**src/rtl/alu_issue_stage.sv**
```systemverilog
// Operand/issue stage for the 16-bit ALU: 8-entry register file, registered ALU operands, writeback.
// Optional macro ALU_FWD_EN: bypass alu_out into hazarded operands instead of interlocking.
module alu_issue_stage #(
    parameter int unsigned DATA_W = 16,
    parameter int unsigned REG_AW = 3,
    parameter int unsigned SEL_W  = 4
) (
    input  logic              clk,
    input  logic              rst_n,
    input  logic              instr_valid,
    output logic              instr_ready,
    input  logic [SEL_W-1:0]  instr_sel,
    input  logic [REG_AW-1:0] instr_rd,
    input  logic [REG_AW-1:0] instr_rs1,
    input  logic [REG_AW-1:0] instr_rs2,
    input  logic              instr_use_imm,
    input  logic [DATA_W-1:0] instr_imm,
    output logic [DATA_W-1:0] alu_in0,
    output logic [DATA_W-1:0] alu_in1,
    output logic [SEL_W-1:0]  alu_select,
    input  logic [DATA_W-1:0] alu_out,
    output logic              wb_valid,
    output logic [REG_AW-1:0] wb_rd,
    output logic [DATA_W-1:0] wb_data,
    input  logic [REG_AW-1:0] dbg_addr,
    output logic [DATA_W-1:0] dbg_data
);

    localparam int unsigned NREGS = 1 << REG_AW;

    logic [DATA_W-1:0] regs [NREGS];
    logic              ex_valid;
    logic [REG_AW-1:0] ex_rd;

    logic [DATA_W-1:0] opa_c;
    logic [DATA_W-1:0] opb_c;
    logic              hazard_c;
    logic              issue_c;

    // Operand selection; r0 is never written so reading it always yields zero.
    always_comb begin
        opa_c    = regs[instr_rs1];
        opb_c    = instr_use_imm ? instr_imm : regs[instr_rs2];
        hazard_c = 1'b0;
`ifdef ALU_FWD_EN
        if (ex_valid && (ex_rd != '0)) begin
            if (ex_rd == instr_rs1) begin
                opa_c = alu_out;
            end
            if (!instr_use_imm && (ex_rd == instr_rs2)) begin
                opb_c = alu_out;
            end
        end
`else
        hazard_c = ex_valid && (ex_rd != '0) &&
                   ((ex_rd == instr_rs1) || (!instr_use_imm && (ex_rd == instr_rs2)));
`endif
    end

    assign instr_ready = rst_n && !hazard_c;
    assign issue_c     = instr_valid && instr_ready;
    assign dbg_data    = regs[dbg_addr];

    // Issue register, execute tracking and writeback.
    always_ff @(posedge clk) begin
        if (!rst_n) begin
            for (int unsigned i = 0; i < NREGS; i++) begin
                regs[i] <= '0;
            end
            alu_in0    <= '0;
            alu_in1    <= '0;
            alu_select <= '0;
            ex_valid   <= 1'b0;
            ex_rd      <= '0;
            wb_valid   <= 1'b0;
            wb_rd      <= '0;
            wb_data    <= '0;
        end else begin
            if (issue_c) begin
                alu_in0    <= opa_c;
                alu_in1    <= opb_c;
                alu_select <= instr_sel;
                ex_rd      <= instr_rd;
                ex_valid   <= 1'b1;
            end else begin
                ex_valid   <= 1'b0;
            end

            if (ex_valid) begin
                if (ex_rd != '0) begin
                    regs[ex_rd] <= alu_out;
                end
                wb_valid <= 1'b1;
                wb_rd    <= ex_rd;
                wb_data  <= alu_out;
            end else begin
                wb_valid <= 1'b0;
            end
        end
    end

endmodule

```
**config.mk**
```make
export PLATFORM = sky130hd
export DESIGN_NAME = alu_issue_stage
export DESIGN_NICKNAME = d
export VERILOG_FILES = /design/src/rtl/alu_issue_stage.sv
export SDC_FILE = /design/constraint.sdc
export NUM_CORES = 1
export LEC_CHECK = 0
export BUFFER_PORTS_ARGS = -buffer_cell sky130_fd_sc_hd__clkbuf_2
export CORE_ASPECT_RATIO = 0.75
export CORE_MARGIN = 5
export CORE_UTILIZATION = 50
export CTS_CLUSTER_DIAMETER = 60
export DETAILED_ROUTE_END_ITERATION = 7
export HOLD_SLACK_MARGIN = 0.08
export PLACE_DENSITY = 0.82
export SKIP_LAST_GASP = 1
export SLEW_MARGIN = 10
export SYNTH_ARGS = -nofsm -noshare
export SYNTH_HDL_FRONTEND = slang
export SYNTH_SLANG_ARGS = --single-unit
```
**constraint.sdc**
```tcl
create_clock -name clk -period 8 [get_ports clk]
set_input_delay 2 -clock clk [delete_from_list [all_inputs] [get_ports clk]]
set_output_delay 2 -clock clk [all_outputs]
set_load 0.01 [all_outputs]
```
* After elaboration in Yosys (flattened, before gate mapping) *
Memory sizes are Yosys's and may differ from the RTL's. A register that Yosys moved wholly into a read port is not among the register bits.
Cells that the tools add are included.

storage, ports and cells
  output and inout bits = 73
  logic and storage cells = 32
  memory bits (writable) = 128
  input port bits = 52
  memories kept = 1
  register bits after elaboration = 44

cells by class
  multiplexer cells = 11
  eq/ne operators = 2
  reduce and logical (&&, ||, !) cells = 11

memory list
  name  words  bits a word  read ports  clocked after Yosys merged registers in  write ports  RTL line  source
  regs  8      16           3           1                                        8            31        logic [DATA_W-1:0] regs [NREGS];

operators with widths
  cell                 number
  two-way mux 16 bit   2
  OR reduction 16 bit  1
  two-way mux 1 bit    8
  equality test 3 bit  2
  logical AND 1 bit    5
  zero test 1 bit      3
  two-way mux 3 bit    1
  nonzero test 3 bit   1
  logical OR 1 bit     1

* Logic depth before layout (Yosys ltp) *
Gate-level depths: netlist (run 1).

  depth in word-level cells = 8
  gate-level depth with buffers = 8
  gate-level depth less buffers = 5

* Least setup slack after synthesis (run 1) *
OpenSTA, ideal clock, no wires.

  path type = input port to output port
  start = in dbg_addr[0]
  end = out dbg_data[0]
  slack = 2.670 ns
  cell stages on the path = 4
  required time = 6.000 ns
  data arrival time = 3.330 ns
  buffers on the path = 2
  path through = clkbuf_1 -> buf_2 -> mux4_2 -> mux2_2

between the ends
  word-level cells in the longest chain between the ends = 1

ends and longest elaborated chain
  item                 RTL line  source
  start: declaration   25        input logic [REG_AW-1:0] dbg_addr,
  memory (8 x 16 bit)  --
  end: declaration     26        output logic [DATA_W-1:0] dbg_data

No other way between the ends.

* Worst setup path after layout (run 1) *
  start = in dbg_addr[0]
  end = out dbg_data[4]

Same word-level chain as after synthesis.

==> results by group, run 1 <==
Clocking
  – # resized after CTS: 0
  – Clk sinks: between 150 and 200
  – Num CTS Buffers: 17
  – Hold buffers post-CTS: 0
  – Max Root-Sink Buffers: 2
  – Clock Latency Late Sink: between 0.4 and 0.5 ns
  – Setup repair bufs after CTS: 0
  – CTS Root Cell: clkbuf_16
  – H-Tree Depth: 4
  – CTS tree: yes
  – Worst-path clk slew: about 0.07 ns

Cells and area
  – Most common cell after layout, fill and taps aside: edfxtp_1
  – Layout cells sized above 1: 0.311
  – Highest-count cells in the layout ignoring fill and taps: edfxtp_1, clkbuf_2, and2_1, mux2i_1, mux4_2
  – Final antenna diode count: 0
  – Fin nets: between 900 and 1000
  – Final core occ: 0.584
  – Syn-to-layout area delta: 13.8%

Global route
  – Largest net degree at the start of global routing: 42
  – First-pass GRT wire length: around 43 mm
  – GR Overflow Total: 0
  – Initial antenna violation count: 0
  – Number of global-route vias before repair: ~7000
  – Global-route usage over all layers: 0.242

Detailed routing
  – Number of remaining DRC errors: 0
  – 1st-pass router iterations: 5
  – Final ANT Viol Nets: 0
  – Initial drt markers: a little over 900
  – WL final: ~28 mm
  – Routed length per instance: 24.6 um
  – Vias: about 6900
  – Mean number of vias per cell: 6.15

Critical path
  – Crit path required time: 6.00 ns
  – Path depth of the worst reg2reg path: 5
  – Crit path launch type: primary input
  – Data arrival, critical path: about 4.0 ns
  – Crit-path max FO: 18
  – Reg2reg setup slack: between 5 and 6 ns
  – Critical path endpoint category: output port
  – Reg2reg start: ex_valid$_SDFF_PN0_
  – Setup Crit Path Kind: primary input to output port
  – Worst reg2reg path endpoint: regs[1][0]$_SDFFCE_PN0P_

Timing
  – Worst slew margin: 0.222
  – Setup_tns: 0 ns
  – Max Clock Freq: 0.167 GHz
  – Worst Hold Slack: ~0.46 ns
  – Clock skew: 0.0140 ns
  – Final min period: 5.99 ns
  – Final Setup Violations: 0
  – Tcrit/Tclk final: 0.749
  – Fin. max-slew vios: 0
  – Worst-Margin Slew: between 1 and 1.5 ns
  – Final Hold Vio Count: 0
  – RSZ-0062 raised after global routing: no

Place
  – Routability cong.: roughly 0.85
  – Post-DP HPWL: around 18 mm
  – IO Port Bufs: about 120

Die
  – Io pins: around 130
  – Site row count: 44
  – Die height: around 130 um
  – Initial Util: 0.513
  – Core Footprint: between 15000 and 20000 um2
  – Die area: ~23000 um2
  – Die X: 174 um

Yosys
  – Seq/Total Area, Yosys: 0.503
  – Distinct cells, synth: 32
  – Ys flop type: edfxtp_1
  – Top-area cell type share of the netlist area: 0.383
  – Number of cells produced by synthesis: about 760
  – Post-synth ARST share: 0
  – Mapped Avg Cell Area: 13.2 um2
  – Register bit total from synthesis: 188
  – Netlist Area Pre-Place: ~10000 um2
  – Syn. warnings: 0
  – Post-synth EDFFs: 128
  – Top post-synthesis cells by area: edfxtp_1, mux4_2, dfxtp_1, mux2i_1, and2_1
  – Synth area leader: edfxtp_1

Worst hold path
  – HP Start: alu_select[2]$_SDFFE_PN0P_
  – Hold WC Path Type: flop to flop
  – Hold Path End: alu_select[2]$_SDFFE_PN0P_
  – Hold Path Stages: 2

Power
  – Max VDD drop: between 90 and 100 uV
  – LEAKAGE: 4.72 nW
  – Pwr Density: between 150 and 200 nW/um2
  – Seq pwr share: 0.500
  – Int Pwr: around 1.6 mW
  – Switch Pwr: about 0.62 mW
  – Comb power frac: 0.142
  – Clock power share: 0.358
  – Net Sw Frac: 0.274

Flow run
  – Max-cap violation count: 0

Status
  – Status: finished, final reports clean
-- critical path, stage by stage --
cell and delay, ns:
clkbuf_2 0.56, buf_4 0.43, mux4_2 0.54, mux2_2 0.31, clkbuf_2 0.14
-- per-layer routing --
layer	track usage	wire length (um)	up-vias
met5	0	0	-
met2	0.361	12100	432
met3	0.0824	3370	30
met1	0.348	11900	3384
met4	0.0523	361	0
li1	-	-	3086
-- how the worst max path moves through the flow --
stage / start / end / slack [ns] / cells after the start
floorplan: dbg_addr[0] / dbg_data[0] / 2.67 / 4
finish: dbg_addr[0] / dbg_data[4] / 2.01 / 5
detailed placement: dbg_addr[0] / dbg_data[7] / 1.98 / 5
CTS: dbg_addr[0] / dbg_data[7] / 1.96 / 5
global route: dbg_addr[0] / dbg_data[4] / 1.85 / 5
global placement: dbg_addr[0] / dbg_data[4] / 2.02 / 5
-- metrics by stage --
step | cell area [um2] | setup WS, ns | power, mW | cells
floorplan | 10100 | 2.67 | 1.35 | 773
global placement | 10900 | 2.02 | 1.45 | 1096
detailed placement | 10900 | 1.98 | 1.46 | 1096
CTS | 11400 | 1.96 | 2.27 | 1128
global route | 11400 | 1.85 | 2.34 | 1128
finish | 11400 | 2.01 | 2.26 | 1128
-- power groups by stage --
stage	Sequential, mW	Combinational (mW)	Clock, mW
6_report	1.13	0.320	0.807
4_1_cts	1.13	0.318	0.821
3_5_place_dp	1.15	0.316	0
3_3_place_gp	1.15	0.310	0
5_1_grt	1.13	0.343	0.862
2_1_floorplan	1.14	0.205	0
-- Yosys cell counts, types with 4 or more instances --
cell	count
a211oi_1	6
a211oi_2	10
a21oi_1	16
a22oi_1	32
and2_1	115
buf_1	7
buf_2	21
buf_4	4
clkbuf_1	34
dfxtp_1	60
edfxtp_1	128
mux2_2	16
mux2i_1	106
mux4_2	64
nand2_1	49
nand2b_1	6
nor2_1	24
nor2b_1	4
nor3_1	5
o2111ai_1	16
o211a_1	16
xor2_1	6
-- kinds of logic after synthesis --
| group | share of synthesized area |
|---|---|
| compound gates | 0.0820 |
| mux | 0.267 |
| simple gates | 0.110 |
| xor+xnor | 0.00524 |
| other cells | 0.000374 |
| flops | 0.503 |
| buf+inv | 0.0318 |
-- flip-flops by register name, indices dropped and copies added, names as in the netlist --
name,count
regs,128
alu_in0,16
alu_in1,16
wb_data,16
alu_select,4
ex_rd,3
wb_rd,3
ex_valid,1
wb_valid,1
-- layout make-up --
cell class | count | area (um2)
clock buffer | 17 | 425
clock inverter | 15 | 139
fill | 1544 | 8120
inverter | 2 | 7.51
multi-input combinational | 515 | 4760
sequential | 188 | 5040
tap | 253 | 317
timing repair buffer | 138 | 726
No activity file was read; power rests on OpenSTA's default activity.
==> inputs of run 2 (changes only) <==
Clock period 8 ns to 6.1 ns, I/O delays scaled along.
==> results by group, run 2 (synthesis gave the netlist of run 1 again) <==
Cells and area
  – Syn-to-layout area delta: 14.1%
  – Top reg by flops: regs
  – Final instance area: 11500 um2 (+0.28%)
  – Most common cell after layout, fill and taps aside: edfxtp_1
  – Layout cells sized above 1: 0.306 (-0.00492)
  – Highest-count cells in the layout ignoring fill and taps: edfxtp_1, clkbuf_2, and2_1, mux2i_1, mux4_2
  – Final core occ: 0.586 (+0.00166)
  – Final antenna diode count: 0 (unchanged)
  – Max FFs per register: 128 (unchanged)
  – Fin nets: 915 (+0.11%)

Die
  – Die height: 133 um (unchanged)
  – Initial Util: 0.513 (unchanged)
  – Core Footprint: 19500 um2 (unchanged)
  – Site row count: 44 (unchanged)
  – Die X: 174 um (unchanged)
  – Die area: 23000 um2 (unchanged)
  – Io pins: 125 (unchanged)

Detailed routing
  – Vias: 6983 (+0.74%)
  – Mean number of vias per cell: 6.19 (+0.65%)
  – 1st-pass router iterations: 6 (+1)
  – Number of remaining DRC errors: 0 (unchanged)
  – Final ANT Viol Nets: 0 (unchanged)
  – WL final: 27.0 mm (-2.6%)
  – Routed length per instance: 23.9 um (-2.7%)
  – Initial drt markers: 801 (-12%)

Global route
  – Global-route usage over all layers: 0.234 (-0.00826)
  – Largest net degree at the start of global routing: 41 (-2.4%)
  – Initial antenna violation count: 1 (+1)
  – Number of global-route vias before repair: 6765 (-4.5%)
  – GR Overflow Total: 0 (unchanged)
  – First-pass GRT wire length: 41.2 mm (-3.8%)

Critical path
  – Worst reg2reg path endpoint: regs[4][0]$_SDFFCE_PN0P_
  – Setup crit start: dbg_addr[0]
  – Crit path launch type: primary input
  – Crit path required time: 4.58 ns (-1.42 ns)
  – Setup Crit Path Kind: primary input to output port
  – Critical path endpoint category: output port
  – Reg2reg start: ex_valid$_SDFF_PN0_
  – Worst Setup EP: dbg_data[7]
  – Crit-path max FO: 18 (unchanged)
  – Path depth of the worst reg2reg path: 7 (+2)
  – Reg2reg setup slack: 3.20 ns (-2.11 ns)
  – Data arrival, critical path: 3.23 ns (-0.76 ns)

Timing
  – Final Hold Vio Count: 0 (unchanged)
  – Tcrit/Tclk final: 0.779
  – Fin. max-slew vios: 0 (unchanged)
  – RSZ-0062 raised after global routing: no
  – Final min period: 4.75 ns
  – Max Clock Freq: 0.210 GHz
  – Final Setup Violations: 0 (unchanged)
  – Worst-Margin Slew: 1.15 ns (-0.0185 ns)
  – Setup_tns: 0 ns (unchanged)
  – Clock skew: 0.0109 ns (-0.00309 ns)
  – Worst slew margin: 0.231 (+0.00952)

Flow run
  – Max-cap violation count: 0 (unchanged)

Power
  – Tot Pwr: 3.01 mW (+33%)
  – Seq pwr share: 0.492 (-0.008)
  – Switch Pwr: 0.811 mW (+31%)
  – Comb power frac: 0.138 (-0.004)
  – Clock power share: 0.370 (+0.012)
  – Net Sw Frac: 0.270 (-0.00465)
  – Max VDD drop: 151 uV (+54%)
  – LEAKAGE: 4.73 nW (+0.21%)
  – Pwr Density: 263 nW/um2 (+33%)
  – Int Pwr: 2.20 mW (+34%)

Clocking
  – Setup repair bufs after CTS: 0 (unchanged)
  – # resized after CTS: 0 (unchanged)
  – CTS Root Cell: clkbuf_16
  – Worst-path clk slew: 0.07 ns (about the same)
  – Hold buffers post-CTS: 0 (unchanged)
  – Clock Latency Late Sink: 0.43 ns (about the same)
  – H-Tree Depth: 4 (unchanged)
  – Max Root-Sink Buffers: 2 (unchanged)
  – Clk sinks: 188 (unchanged)
  – CTS tree: yes
  – Num CTS Buffers: 17 (unchanged)

Worst hold path
  – Hold WC Path Type: flop to flop
  – HP Start: alu_select[3]$_SDFFE_PN0P_

Place
  – IO Port Bufs: 124 (unchanged)
  – Dpl cell area: 10900 um2 (unchanged)
  – Routability cong.: 0.834 (-2.4%)
  – Post-DP HPWL: 18.1 mm (-0.91%)

Status
  – Status: finished, final reports clean
[run 2: changes by cell type in the layout (fill, tap and decap cells not counted), moves of 3 or more]
cell,change
clkinv_4,-4
nor3_1,+4
nor3_2,-4
clkinv_2,-3
clkinvlp_4,+3
inv_6,+3
[run 2: area by class of cell]
type                    instances  area [um2]
clock buffers                  17         425
clock inverters                15         174
fillers                      1532        8090
inverters                       2        7.51
multi-input cells             515        4740
flip-flops and latches        188        5040
well taps                     253         317
repair buffers                139         746
[run 2: worst min-delay path by stage]
stage / depth (start not counted) / endpoint
finish: 2 / alu_select[3]$_SDFFE_PN0P_
global route: 2 / alu_select[2]$_SDFFE_PN0P_
CTS: 2 / alu_select[3]$_SDFFE_PN0P_
detailed placement: 2 / alu_select[3]$_SDFFE_PN0P_
global placement: 2 / alu_select[3]$_SDFFE_PN0P_
floorplan: 2 / alu_select[0]$_SDFFE_PN0P_
[run 2: power by group through the flow]
stage | combinational, mW | clock, mW | sequential, mW
floorplan | 0.269 | 0 | 1.50
global placement | 0.405 | 0 | 1.50
detailed placement | 0.410 | 0 | 1.51
CTS | 0.412 | 1.13 | 1.48
global route | 0.445 | 1.19 | 1.49
finish | 0.415 | 1.11 | 1.48
[run 2: per-stage QoR]
stage	cells	setup WS [ns]	hold WS, ns
floorplan	773	1.72	0.479
global placement	1097	1.35	0.443
detailed placement	1097	1.32	0.448
CTS	1129	1.31	0.459
global route	1129	1.22	0.489
finish	1129	1.35	0.458
[run 2: critical path, cell delays in order]
cell and delay, ns:
clkbuf_2 0.47, buf_12 0.27, mux4_2 0.52, mux2_2 0.30, clkbuf_2 0.13
[run 2: routing by layer]
metal  vias up  GRT usage  share of wire
met5         -          0        0.00074
met4         2     0.0615          0.014
met3        34     0.0753           0.12
met2       465      0.332           0.43
met1      3391      0.348           0.44
li1       3091          -              -
==> inputs of run 3 (changes only) <==
Settings changed: PLACE_DENSITY 0.82 to 0.85.
Clock period 6.1 ns to 3.9 ns, I/O delays scaled along.
==> results by group, run 3 (synthesis gave the netlist of run 1 again) <==
Power
  – Tot Pwr: 4.76 mW (+58%)
  – LEAKAGE: 4.82 nW (+2.0%)
  – Max VDD drop: 231 uV (+53%)
  – Pwr Density: 411 nW/um2 (+56%)

Cells and area
  – Fillers: 1478 (-3.5%)
  – Layout cells sized above 1: 0.315 (+0.00950)
  – Most common cell after layout, fill and taps aside: edfxtp_1
  – Final instance area: 11600 um2 (+1.3%)
  – Max FFs per register: 128 (unchanged)
  – Fin nets: 934 (+2.1%)
  – Top reg by flops: regs
  – Syn-to-layout area delta: 15.6%
  – Highest-count cells in the layout ignoring fill and taps: edfxtp_1, clkbuf_2, and2_1, mux2i_1, mux4_2
  – Fin cells: 1149 (+1.8%)
  – Final core occ: 0.593 (+0.00743)

Critical path
  – Reg2reg setup slack: 1.20 ns (-2.00 ns)
  – Crit-path max FO: 32 (+14)
  – Setup Crit Path Kind: primary input to output port
  – Critical path endpoint category: output port
  – Crit path cell chain: clkbuf_2, buf_12, mux4_2, mux2_2, clkbuf_2
  – Crit path required time: 2.92 ns (-1.66 ns)
  – Slowest stage delay, CP: 0.54 ns (+0.02 ns)
  – Data arrival, critical path: 2.35 ns (-0.88 ns)
  – Crit path launch type: primary input
  – Crit path top cell by count: clkbuf_2
  – Crit-path slowest cell: mux4_2

Die
  – Core Footprint: 19500 um2 (unchanged)
  – Io pins: 125 (unchanged)
  – Die area: 23000 um2 (unchanged)
  – Die X: 174 um (unchanged)
  – Die height: 133 um (unchanged)
  – Site row count: 44 (unchanged)
  – Initial Util: 0.513 (unchanged)

Timing
  – RSZ-0062 raised after global routing: no
  – Final Setup Violations: 0 (unchanged)
  – Fin. max-slew vios: 0 (unchanged)
  – Fin worst setup slack: 0.570 ns (-0.777 ns)
  – Final min period: ~3.3 ns
  – Tcrit/Tclk final: 0.854
  – Worst-Margin Slew: 0.919 ns (-0.230 ns)
  – Worst Hold Slack: 0.460 ns (+0.00175 ns)
  – Setup_tns: 0 ns (unchanged)
  – Final Hold Vio Count: 0 (unchanged)
  – Clock skew: 0.00790 ns (-0.00299 ns)
  – Max Clock Freq: approximately 0.30 GHz
  – Worst slew margin: 0.386 (+0.155)

Global route
  – Global-route usage over all layers: 0.246 (+0.0125)
  – GR Overflow Total: 0 (unchanged)
  – Largest net degree at the start of global routing: 41 (unchanged)
  – First-pass GRT wire length: 43.4 mm (+5.3%)
  – Initial antenna violation count: 0 (-1)
  – Number of global-route vias before repair: 7100 (+5.0%)

Place
  – Pre-CTS setup slack: 0.561 ns (-0.757 ns)
  – IO Port Bufs: 124 (unchanged)
  – Placed cells: 1116 (+1.7%)
  – Routability cong.: 0.899 (+7.8%)
  – Dpl cell area: 11000 um2 (+1.3%)
  – Post-DP HPWL: 19.1 mm (+5.6%)

Clocking
  – Hold buffers post-CTS: 0 (unchanged)
  – Num CTS Buffers: 17 (unchanged)
  – CTS tree: yes
  – # resized after CTS: 0 (unchanged)
  – Setup repair bufs after CTS: 0 (unchanged)
  – Clock Latency Late Sink: 0.44 ns (about the same)
  – H-Tree Depth: 4 (unchanged)
  – Worst-path clk slew: 0.07 ns (about the same)
  – Clk sinks: 188 (unchanged)
  – CTS Root Cell: clkbuf_16
  – Max Root-Sink Buffers: 2 (unchanged)

Detailed routing
  – Mean number of vias per cell: 6.26 (+1.2%)
  – Number of remaining DRC errors: 0 (unchanged)
  – Vias: 7193 (+3.0%)
  – 1st-pass router iterations: 7 (+1)
  – WL final: 28.4 mm (+5.2%)
  – Final ANT Viol Nets: 0 (unchanged)
  – Routed length per instance: 24.7 um (+3.4%)
  – Initial drt markers: 880 (+9.9%)

Flow run
  – Max-cap violation count: 0 (unchanged)

Status
  – Status: finished, final reports clean

Worst hold path
  – Hold WC Path Type: flop to flop
[run 3: cell types whose count changed in the layout (fill, tap and decap cells not counted), moves of 3 or more]
cell	before	now
o21ai_1	0	3
o21ai_2	4	1
inv_8	4	1
buf_4	14	32
[run 3: cell type report]
cell class / instances / area (um2) / area share
inverters: 2 / 7.51 / 0.000647
well taps: 253 / 317 / 0.0273
diodes: 2 / 5.00 / 0.000432
clock buffers: 18 / 429 / 0.0370
clock inverters: 13 / 166 / 0.0143
flip-flops and latches: 188 / 5040 / 0.435
multi-input cells: 515 / 4730 / 0.408
repair buffers: 158 / 901 / 0.0777
[run 3: where the power goes]
part / switching [mW] / total (mW) / internal [mW]
Combinational: 0.374 / 0.672 / 0.298
Clock: 0.763 / 1.77 / 1.01
Sequential: 0.0851 / 2.32 / 2.23
Total: 1.22 / 4.76 / 3.54
[run 3: worst paths after layout]
kind	startpoint	end	cells past startpoint
max	dbg_addr[0]	dbg_data[0]	5
min	alu_select[2]$_SDFFE_PN0P_	alu_select[2]$_SDFFE_PN0P_	2
max reg2reg	ex_valid$_SDFF_PN0_	regs[4][14]$_SDFFCE_PN0P_	7
min reg2reg	alu_select[2]$_SDFFE_PN0P_	alu_select[2]$_SDFFE_PN0P_	2
[run 3: routing by layer]
metal,vias to the layer above,part of all wire,GRT usage
li1,3128,-,-
met1,3487,0.42,0.358
met2,513,0.43,0.356
met3,65,0.12,0.0713
met4,0,0.027,0.0857
met5,-,0,0
[run 3: worst max-delay path, delay by kind of cell]
family   cells  cell delay, ns
mux          2            0.85
buf+inv      3            0.51
